===== src/rtl/axi_ad9963_up_master_if.sv =====
// Bus bundles for the AXI4-Lite to up_* bridge.
// axi_lite_if: AXI4-Lite channels; up_bus_if: up_ register bus.
interface axi_lite_if;
  logic        awvalid;
  logic        awready;
  logic [15:0] awaddr;
  logic        wvalid;
  logic        wready;
  logic [31:0] wdata;
  logic [3:0]  wstrb;
  logic        bvalid;
  logic        bready;
  logic [1:0]  bresp;
  logic        arvalid;
  logic        arready;
  logic [15:0] araddr;
  logic        rvalid;
  logic        rready;
  logic [1:0]  rresp;
  logic [31:0] rdata;

  modport master (
    output awvalid, awaddr,
    output wvalid, wdata, wstrb,
    output bready,
    output arvalid, araddr,
    output rready,
    input  awready, wready,
    input  bvalid, bresp,
    input  arready,
    input  rvalid, rresp, rdata
  );

  modport slave (
    input  awvalid, awaddr,
    input  wvalid, wdata, wstrb,
    input  bready,
    input  arvalid, araddr,
    input  rready,
    output awready, wready,
    output bvalid, bresp,
    output arready,
    output rvalid, rresp, rdata
  );
endinterface

interface up_bus_if;
  logic        wreq;
  logic [13:0] waddr;
  logic [31:0] wdata;
  logic        wack;
  logic        rreq;
  logic [13:0] raddr;
  logic [31:0] rdata;
  logic        rack;

  modport master (
    output wreq, waddr, wdata,
    output rreq, raddr,
    input  wack, rdata, rack
  );

  modport slave (
    input  wreq, waddr, wdata,
    input  rreq, raddr,
    output wack, rdata, rack
  );
endinterface


===== src/rtl/axi_ad9963_up_master.sv =====
// AXI4-Lite slave serialising reads/writes onto the up_* bus.
// Ports: up_clk, up_rstn (async low), s_axi (slave), up (master).
module axi_ad9963_up_master #(
  parameter int          TIMEOUT_CYCLES = 64,
  parameter logic [31:0] ERR_DATA       = 32'hDEAD_DEAD
) (
  input  logic       up_clk,
  input  logic       up_rstn,
  axi_lite_if.slave  s_axi,
  up_bus_if.master   up
);

  typedef enum logic [2:0] {
    IDLE,
    WREQ,
    WWAIT,
    WRESP,
    RREQ,
    RWAIT,
    RRESP
  } state_t;

  localparam logic [15:0] TMO = 16'(TIMEOUT_CYCLES);

  state_t      state;
  logic [15:0] cnt;
  logic        last_rd;
  logic        wr_ok;
  logic        rd_ok;
  logic        pick_wr;
  logic        unused_bits;

  assign wr_ok = s_axi.awvalid & s_axi.wvalid;
  assign rd_ok = s_axi.arvalid;
  // On contention serve the type not served last.
  assign pick_wr = wr_ok & (~rd_ok | last_rd);

  assign unused_bits = ^{s_axi.wstrb,
                         s_axi.awaddr[1:0],
                         s_axi.araddr[1:0]};

  always_ff @(posedge up_clk or negedge up_rstn) begin
    if (!up_rstn) begin
      state         <= IDLE;
      cnt           <= '0;
      last_rd       <= 1'b1;
      s_axi.awready <= 1'b0;
      s_axi.wready  <= 1'b0;
      s_axi.bvalid  <= 1'b0;
      s_axi.bresp   <= 2'b00;
      s_axi.arready <= 1'b0;
      s_axi.rvalid  <= 1'b0;
      s_axi.rresp   <= 2'b00;
      s_axi.rdata   <= '0;
      up.wreq       <= 1'b0;
      up.waddr      <= '0;
      up.wdata      <= '0;
      up.rreq       <= 1'b0;
      up.raddr      <= '0;
    end else begin
      s_axi.awready <= 1'b0;
      s_axi.wready  <= 1'b0;
      s_axi.arready <= 1'b0;
      up.wreq       <= 1'b0;
      up.rreq       <= 1'b0;
      unique case (state)
        IDLE: begin
          if (pick_wr) begin
            state         <= WREQ;
            last_rd       <= 1'b0;
            s_axi.awready <= 1'b1;
            s_axi.wready  <= 1'b1;
            up.wreq       <= 1'b1;
            up.waddr      <= s_axi.awaddr[15:2];
            up.wdata      <= s_axi.wdata;
          end else if (rd_ok) begin
            state         <= RREQ;
            last_rd       <= 1'b1;
            s_axi.arready <= 1'b1;
            up.rreq       <= 1'b1;
            up.raddr      <= s_axi.araddr[15:2];
          end
        end
        WREQ: begin
          state <= WWAIT;
          cnt   <= 16'd1;
        end
        WWAIT: begin
          if (up.wack) begin
            state        <= WRESP;
            cnt          <= '0;
            s_axi.bvalid <= 1'b1;
            s_axi.bresp  <= 2'b00;
          end else if (cnt == TMO) begin
            state        <= WRESP;
            cnt          <= '0;
            s_axi.bvalid <= 1'b1;
            s_axi.bresp  <= 2'b10;
          end else begin
            cnt <= cnt + 16'd1;
          end
        end
        WRESP: begin
          if (s_axi.bready) begin
            state        <= IDLE;
            s_axi.bvalid <= 1'b0;
            s_axi.bresp  <= 2'b00;
          end
        end
        RREQ: begin
          state <= RWAIT;
          cnt   <= 16'd1;
        end
        RWAIT: begin
          if (up.rack) begin
            state        <= RRESP;
            cnt          <= '0;
            s_axi.rvalid <= 1'b1;
            s_axi.rresp  <= 2'b00;
            s_axi.rdata  <= up.rdata;
          end else if (cnt == TMO) begin
            state        <= RRESP;
            cnt          <= '0;
            s_axi.rvalid <= 1'b1;
            s_axi.rresp  <= 2'b10;
            s_axi.rdata  <= ERR_DATA;
          end else begin
            cnt <= cnt + 16'd1;
          end
        end
        RRESP: begin
          if (s_axi.rready) begin
            state        <= IDLE;
            s_axi.rvalid <= 1'b0;
          end
        end
        default: begin
          state <= IDLE;
        end
      endcase
    end
  end

endmodule


===== src/flat_wrapper.sv =====
// flat-port wrapper written by rule: the top's interface ports become plain ports
module axi_ad9963_up_master_flat 
#(
  parameter int          TIMEOUT_CYCLES = 64,
  parameter logic [31:0] ERR_DATA       = 32'hDEAD_DEAD
)
  (up_clk, up_rstn, s_axi_awvalid, s_axi_awaddr, s_axi_wvalid, s_axi_wdata, s_axi_wstrb, s_axi_bready, s_axi_arvalid, s_axi_araddr, s_axi_rready, s_axi_awready, s_axi_wready, s_axi_bvalid, s_axi_bresp, s_axi_arready, s_axi_rvalid, s_axi_rresp, s_axi_rdata, up_wreq, up_waddr, up_wdata, up_rreq, up_raddr, up_wack, up_rdata, up_rack);
  axi_lite_if s_axi_i ();
  up_bus_if up_i ();
  input  logic up_clk;
  input  logic up_rstn;
  input wire logic [$bits(s_axi_i.awvalid)-1:0] s_axi_awvalid;
  input wire logic [$bits(s_axi_i.awaddr)-1:0] s_axi_awaddr;
  input wire logic [$bits(s_axi_i.wvalid)-1:0] s_axi_wvalid;
  input wire logic [$bits(s_axi_i.wdata)-1:0] s_axi_wdata;
  input wire logic [$bits(s_axi_i.wstrb)-1:0] s_axi_wstrb;
  input wire logic [$bits(s_axi_i.bready)-1:0] s_axi_bready;
  input wire logic [$bits(s_axi_i.arvalid)-1:0] s_axi_arvalid;
  input wire logic [$bits(s_axi_i.araddr)-1:0] s_axi_araddr;
  input wire logic [$bits(s_axi_i.rready)-1:0] s_axi_rready;
  output wire logic [$bits(s_axi_i.awready)-1:0] s_axi_awready;
  output wire logic [$bits(s_axi_i.wready)-1:0] s_axi_wready;
  output wire logic [$bits(s_axi_i.bvalid)-1:0] s_axi_bvalid;
  output wire logic [$bits(s_axi_i.bresp)-1:0] s_axi_bresp;
  output wire logic [$bits(s_axi_i.arready)-1:0] s_axi_arready;
  output wire logic [$bits(s_axi_i.rvalid)-1:0] s_axi_rvalid;
  output wire logic [$bits(s_axi_i.rresp)-1:0] s_axi_rresp;
  output wire logic [$bits(s_axi_i.rdata)-1:0] s_axi_rdata;
  output wire logic [$bits(up_i.wreq)-1:0] up_wreq;
  output wire logic [$bits(up_i.waddr)-1:0] up_waddr;
  output wire logic [$bits(up_i.wdata)-1:0] up_wdata;
  output wire logic [$bits(up_i.rreq)-1:0] up_rreq;
  output wire logic [$bits(up_i.raddr)-1:0] up_raddr;
  input wire logic [$bits(up_i.wack)-1:0] up_wack;
  input wire logic [$bits(up_i.rdata)-1:0] up_rdata;
  input wire logic [$bits(up_i.rack)-1:0] up_rack;
  assign s_axi_i.awvalid = s_axi_awvalid;
  assign s_axi_i.awaddr = s_axi_awaddr;
  assign s_axi_i.wvalid = s_axi_wvalid;
  assign s_axi_i.wdata = s_axi_wdata;
  assign s_axi_i.wstrb = s_axi_wstrb;
  assign s_axi_i.bready = s_axi_bready;
  assign s_axi_i.arvalid = s_axi_arvalid;
  assign s_axi_i.araddr = s_axi_araddr;
  assign s_axi_i.rready = s_axi_rready;
  assign s_axi_awready = s_axi_i.awready;
  assign s_axi_wready = s_axi_i.wready;
  assign s_axi_bvalid = s_axi_i.bvalid;
  assign s_axi_bresp = s_axi_i.bresp;
  assign s_axi_arready = s_axi_i.arready;
  assign s_axi_rvalid = s_axi_i.rvalid;
  assign s_axi_rresp = s_axi_i.rresp;
  assign s_axi_rdata = s_axi_i.rdata;
  assign up_wreq = up_i.wreq;
  assign up_waddr = up_i.waddr;
  assign up_wdata = up_i.wdata;
  assign up_rreq = up_i.rreq;
  assign up_raddr = up_i.raddr;
  assign up_i.wack = up_wack;
  assign up_i.rdata = up_rdata;
  assign up_i.rack = up_rack;
  axi_ad9963_up_master #(.TIMEOUT_CYCLES(TIMEOUT_CYCLES), .ERR_DATA(ERR_DATA)) u_core (.up_clk(up_clk), .up_rstn(up_rstn), .s_axi(s_axi_i), .up(up_i));
endmodule

===== config.mk =====
export PLATFORM = sky130hd
export DESIGN_NAME = axi_ad9963_up_master_flat
export DESIGN_NICKNAME = d
export VERILOG_FILES = /design/src/rtl/axi_ad9963_up_master_if.sv /design/src/rtl/axi_ad9963_up_master.sv /design/src/flat_wrapper.sv
export SDC_FILE = /design/constraint.sdc
export NUM_CORES = 1
export LEC_CHECK = 0
export ABC_CLOCK_PERIOD_IN_PS = 4200
export BUFFER_PORTS_ARGS = -buffer_cell sky130_fd_sc_hd__buf_2
export CORE_MARGIN = 2
export CORE_UTILIZATION = 46
export DETAILED_ROUTE_END_ITERATION = 8
export PLACE_DENSITY = 0.81
export SETUP_SLACK_MARGIN = 0.15
export SLEW_MARGIN = 30
export SYNTH_ARGS = -nofsm -noshare
export SYNTH_HDL_FRONTEND = slang
export SYNTH_SLANG_ARGS = --single-unit

===== constraint.sdc =====
create_clock -name up_clk -period 4.2 [get_ports up_clk]
set_input_delay 0.21 -clock up_clk [delete_from_list [all_inputs] [get_ports up_clk]]
set_output_delay 0.21 -clock up_clk [all_outputs]
set_load 0.005 [all_outputs]

==> qor.csv <==
stage,metric,value,unit
die,core-area,10300,um^2
routing,drtAntennaViolNets,0,
die,num_rows,37,
critical_path,worstSetupPathType,reg2reg,
global_routing,antenna_found_initial,1,
sta,relSlewSlack,0.380,
critical_path,r2r_start,u_core.state[1]$_DFFE_PN0P_,
synthesis,async_flop_share,1.00,
layout,nets,778,
sta,setup_violations,0,
die,start_util,0.475,
clock_tree,path_clk_slew,0.06,ns
clock_tree,ctsLongestPathBuffers,2,
routing,via_per_inst,5.35,
run_status,status,"finished, final reports clean",
synthesis,netlist_instances,371,
sta,fin_tns_setup,0,ns
placement,dp_slack,1.62,ns
min_path,whs_path_depth,4,
critical_path,crit_arrival,2.99,ns
die,dieArea,11500,um^2
clock_tree,cts-htree-levels,4,
synthesis,synth_cell_types,51,
clock_tree,cts_tree,yes,
placement,hpwl,8.32,mm
routing,wl_per_cell,18.0,um
routing,drtIter0Drc,339,
global_routing,grt_pass1_wl,23.0,mm
routing,wl,14.7,mm
die,die_y,107,um
routing,vias,4376,
clock_tree,postCtsSetupBuffers,0,
synthesis,synth_ff_type,dfrtp_1,
sta,timing.final.crit_period,2.62,ns
pwr,power.density,667,nW/um^2
routing,drc,0,
global_routing,overflow,0,
layout,fin_cells,818,
clock_tree,cts_sinks,118,
global_routing,grt_pass1_vias,4664,
placement,io_buffers,201,
critical_path,reg2reg_to,u_core.up.waddr[5]$_DFFE_PN0N_,
placement,dpl.cell_count,689,
synthesis,yosysSeqAreaShare,0.602,
min_path,min_from,s_axi_bready,
sta,grt_setup_unrepaired,no,
global_routing,grt_use_total,0.257,
die,ios,212,
critical_path,reg2regPathDepth,4,
synthesis,ys_ff_latch,118,
clock_tree,clock-root-buffer,clkbuf_8,
critical_path,cp_data_required_time,4.57,ns
synthesis,ys_warn_count,0,
layout,syn2layout_area_growth,53.0,%
sta,hold_viol_final,0,
pwr,p_leak,3.54,nW
critical_path,critPathMaxFanout,29,
pwr,vdd_drop_max,0.426,mV
synthesis,syn-cell-area,4900,um^2
global_routing,grt_max_degree,77,
clock_tree,numCtsBuffers,17,
sta,worstMarginPinSlew,0.928,ns
layout,fill_cells,617,
sta,drv_slew,0,
min_path,hold_class,in2reg,
synthesis,syn_area_per_cell,13.2,um^2
clock_tree,clk_latency,0.49,ns
clock_tree,hold_buffers,95,
layout,drive_gt1_frac,0.421,
synthesis,synth_edf_count,0,
min_path,hold-path-endpoint,u_core.s_axi.bvalid$_DFFE_PN0P_,
critical_path,endpoint_kind,flip-flop,
routing,dr.pass1.iters,4,
sta,fin_crit_sh,0.623,
sta,setup_slack,1.58,ns
die,die_x,107,um
critical_path,rrSetupSlack,1.58,ns
sta,clock.fmax,382,MHz
clock_tree,cts_resized,0,
placement,place_congestion,0.817,
sta,worst_clock_skew,0.00795,ns
flow_run,drv_cap,0,
critical_path,startpoint_type,flip-flop,
-- synthesized netlist by cell type, types with 2 or more instances --
cell,n,area [um^2]
nor2_1,5,18.8
mux2_1,20,225
a41oi_1,3,26.3
buf_6,4,45.0
nor2_2,2,12.5
o31ai_1,3,22.5
a21oi_1,12,60.1
nand3_1,10,50.1
o21ai_0,15,75.1
o22a_1,23,201
dfrtp_1,117,2930
buf_4,6,45.0
nand4_1,6,37.5
mux2_2,41,462
nand2b_1,3,18.8
or3_1,7,43.8
nor3_1,3,15.0
o21a_1,2,15.0
nand2_1,15,56.3
inv_1,10,37.5
and2_1,2,12.5
ha_1,2,25.0
nor3b_1,3,22.5
a22o_1,10,87.6
a31oi_1,4,25.0
buf_2,7,35.0
and4_1,4,35.0
o22ai_1,5,31.3
nor4_2,2,25.0
clkbuf_1,4,15.0
-- layout make-up --
class | count | area, um^2 | area share
inverter | 10 | 37.5 | 0.00500
multi-input combinational | 222 | 1780 | 0.237
sequential | 118 | 2950 | 0.394
tap | 136 | 170 | 0.0227
clock buffer | 19 | 432 | 0.0575
clock inverter | 13 | 149 | 0.0198
timing repair buffer | 298 | 1980 | 0.264
antenna | 2 | 5.00 | 0.000667
-- sequential cells by signal, indices dropped and copies added (netlist names) --
signal,flops
u_core.up.waddr,14
u_core.cnt,16
u_core.s_axi.rdata,32
u_core.s_axi.bresp,1
u_core.up.wdata,32
u_core.s_axi.rvalid,1
u_core.s_axi.bvalid,1
u_core.s_axi.rresp,1
u_core.s_axi.wready,1
u_core.up.raddr,14
u_core.s_axi.arready,1
u_core.state,3
u_core.last_rd,1
-- worst max-delay path by stage --
stage,start,to,slack (ns)
finish,u_core.state[1]$_DFFE_PN0P_,u_core.up.waddr[5]$_DFFE_PN0N_,1.58
CTS,u_core.state[1]$_DFFE_PN0P_,u_core.up.wdata[21]$_DFFE_PN0N_,1.62
detailed placement,u_core.state[1]$_DFFE_PN0P_,u_core.up.waddr[11]$_DFFE_PN0N_,1.62
global placement,u_core.state[1]$_DFFE_PN0P_,u_core.up.waddr[9]$_DFFE_PN0N_,1.69
global route,u_core.state[1]$_DFFE_PN0P_,u_core.up.waddr[5]$_DFFE_PN0N_,1.47
floorplan,u_core.state[0]$_DFFE_PN0P_,u_core.up.wdata[10]$_DFFE_PN0N_,2.46
-- metrics by stage --
step,hold WS (ns),instance area (um^2),utilization,power (mW)
after global placement,0.396,5960,0.578,3.35
after detailed placement,0.409,5960,0.578,3.43
after CTS,0.0295,7490,0.726,4.93
after floorplan,-0.0856,4910,-,2.74
final,0.0524,7500,0.727,5.01
after global routing,0.0409,7500,0.727,5.27
-- routing by layer --
layer  vias up  part of all wire  track usage
li1       1973                 -            -
met3        46             0.056       0.0617
met5         -                 0            0
met4         0             0.035        0.120
met1      2158              0.37        0.286
met2       199              0.54        0.462
-- power by group --
group          internal, mW  total (mW)  leakage, nW  switching [mW]
combinational         0.871        1.61         1.82           0.735
sequential             1.63        1.99         1.44           0.353
clock                 0.869        1.41        0.281           0.544
-- worst max-delay path: stages, from the launching register on --
cell     delay, ns
dfrtp_1       0.55
or3_4         0.50
nor2_4        0.66
buf_4         0.40
mux2_2        0.38
-- kinds of logic (layout without fill, tap and decap cells) --
kind of cell,after synthesis,after routing,share of synthesized area
and+or+nand+nor,69,69,0.0834
muxes,62,62,0.142
other,1,4,0.000765
xor gates and xnor gates,1,1,0.00179
adders and majority gates,2,2,0.00510
buffers and inverters,32,340,0.0370
AOI/OAI and AO/OA,86,86,0.128
DFF,118,118,0.602
-- layout by cell type (no fill, tap or decap), types with 6 or more instances in the layout --
| cell type | instances |
|---|---|
| buf_2 | 200 |
| dfrtp_1 | 117 |
| dlygate4sd3_1 | 95 |
| mux2_2 | 41 |
| o22a_1 | 23 |
| mux2_1 | 20 |
| clkbuf_16 | 16 |
| nand2_1 | 15 |
| o21ai_0 | 14 |
| a21oi_1 | 12 |
| inv_1 | 10 |
| nand3_1 | 10 |
| a22o_1 | 10 |
| or3_1 | 7 |
| nand4_1 | 6 |
(Power assumes the default switching activity.)
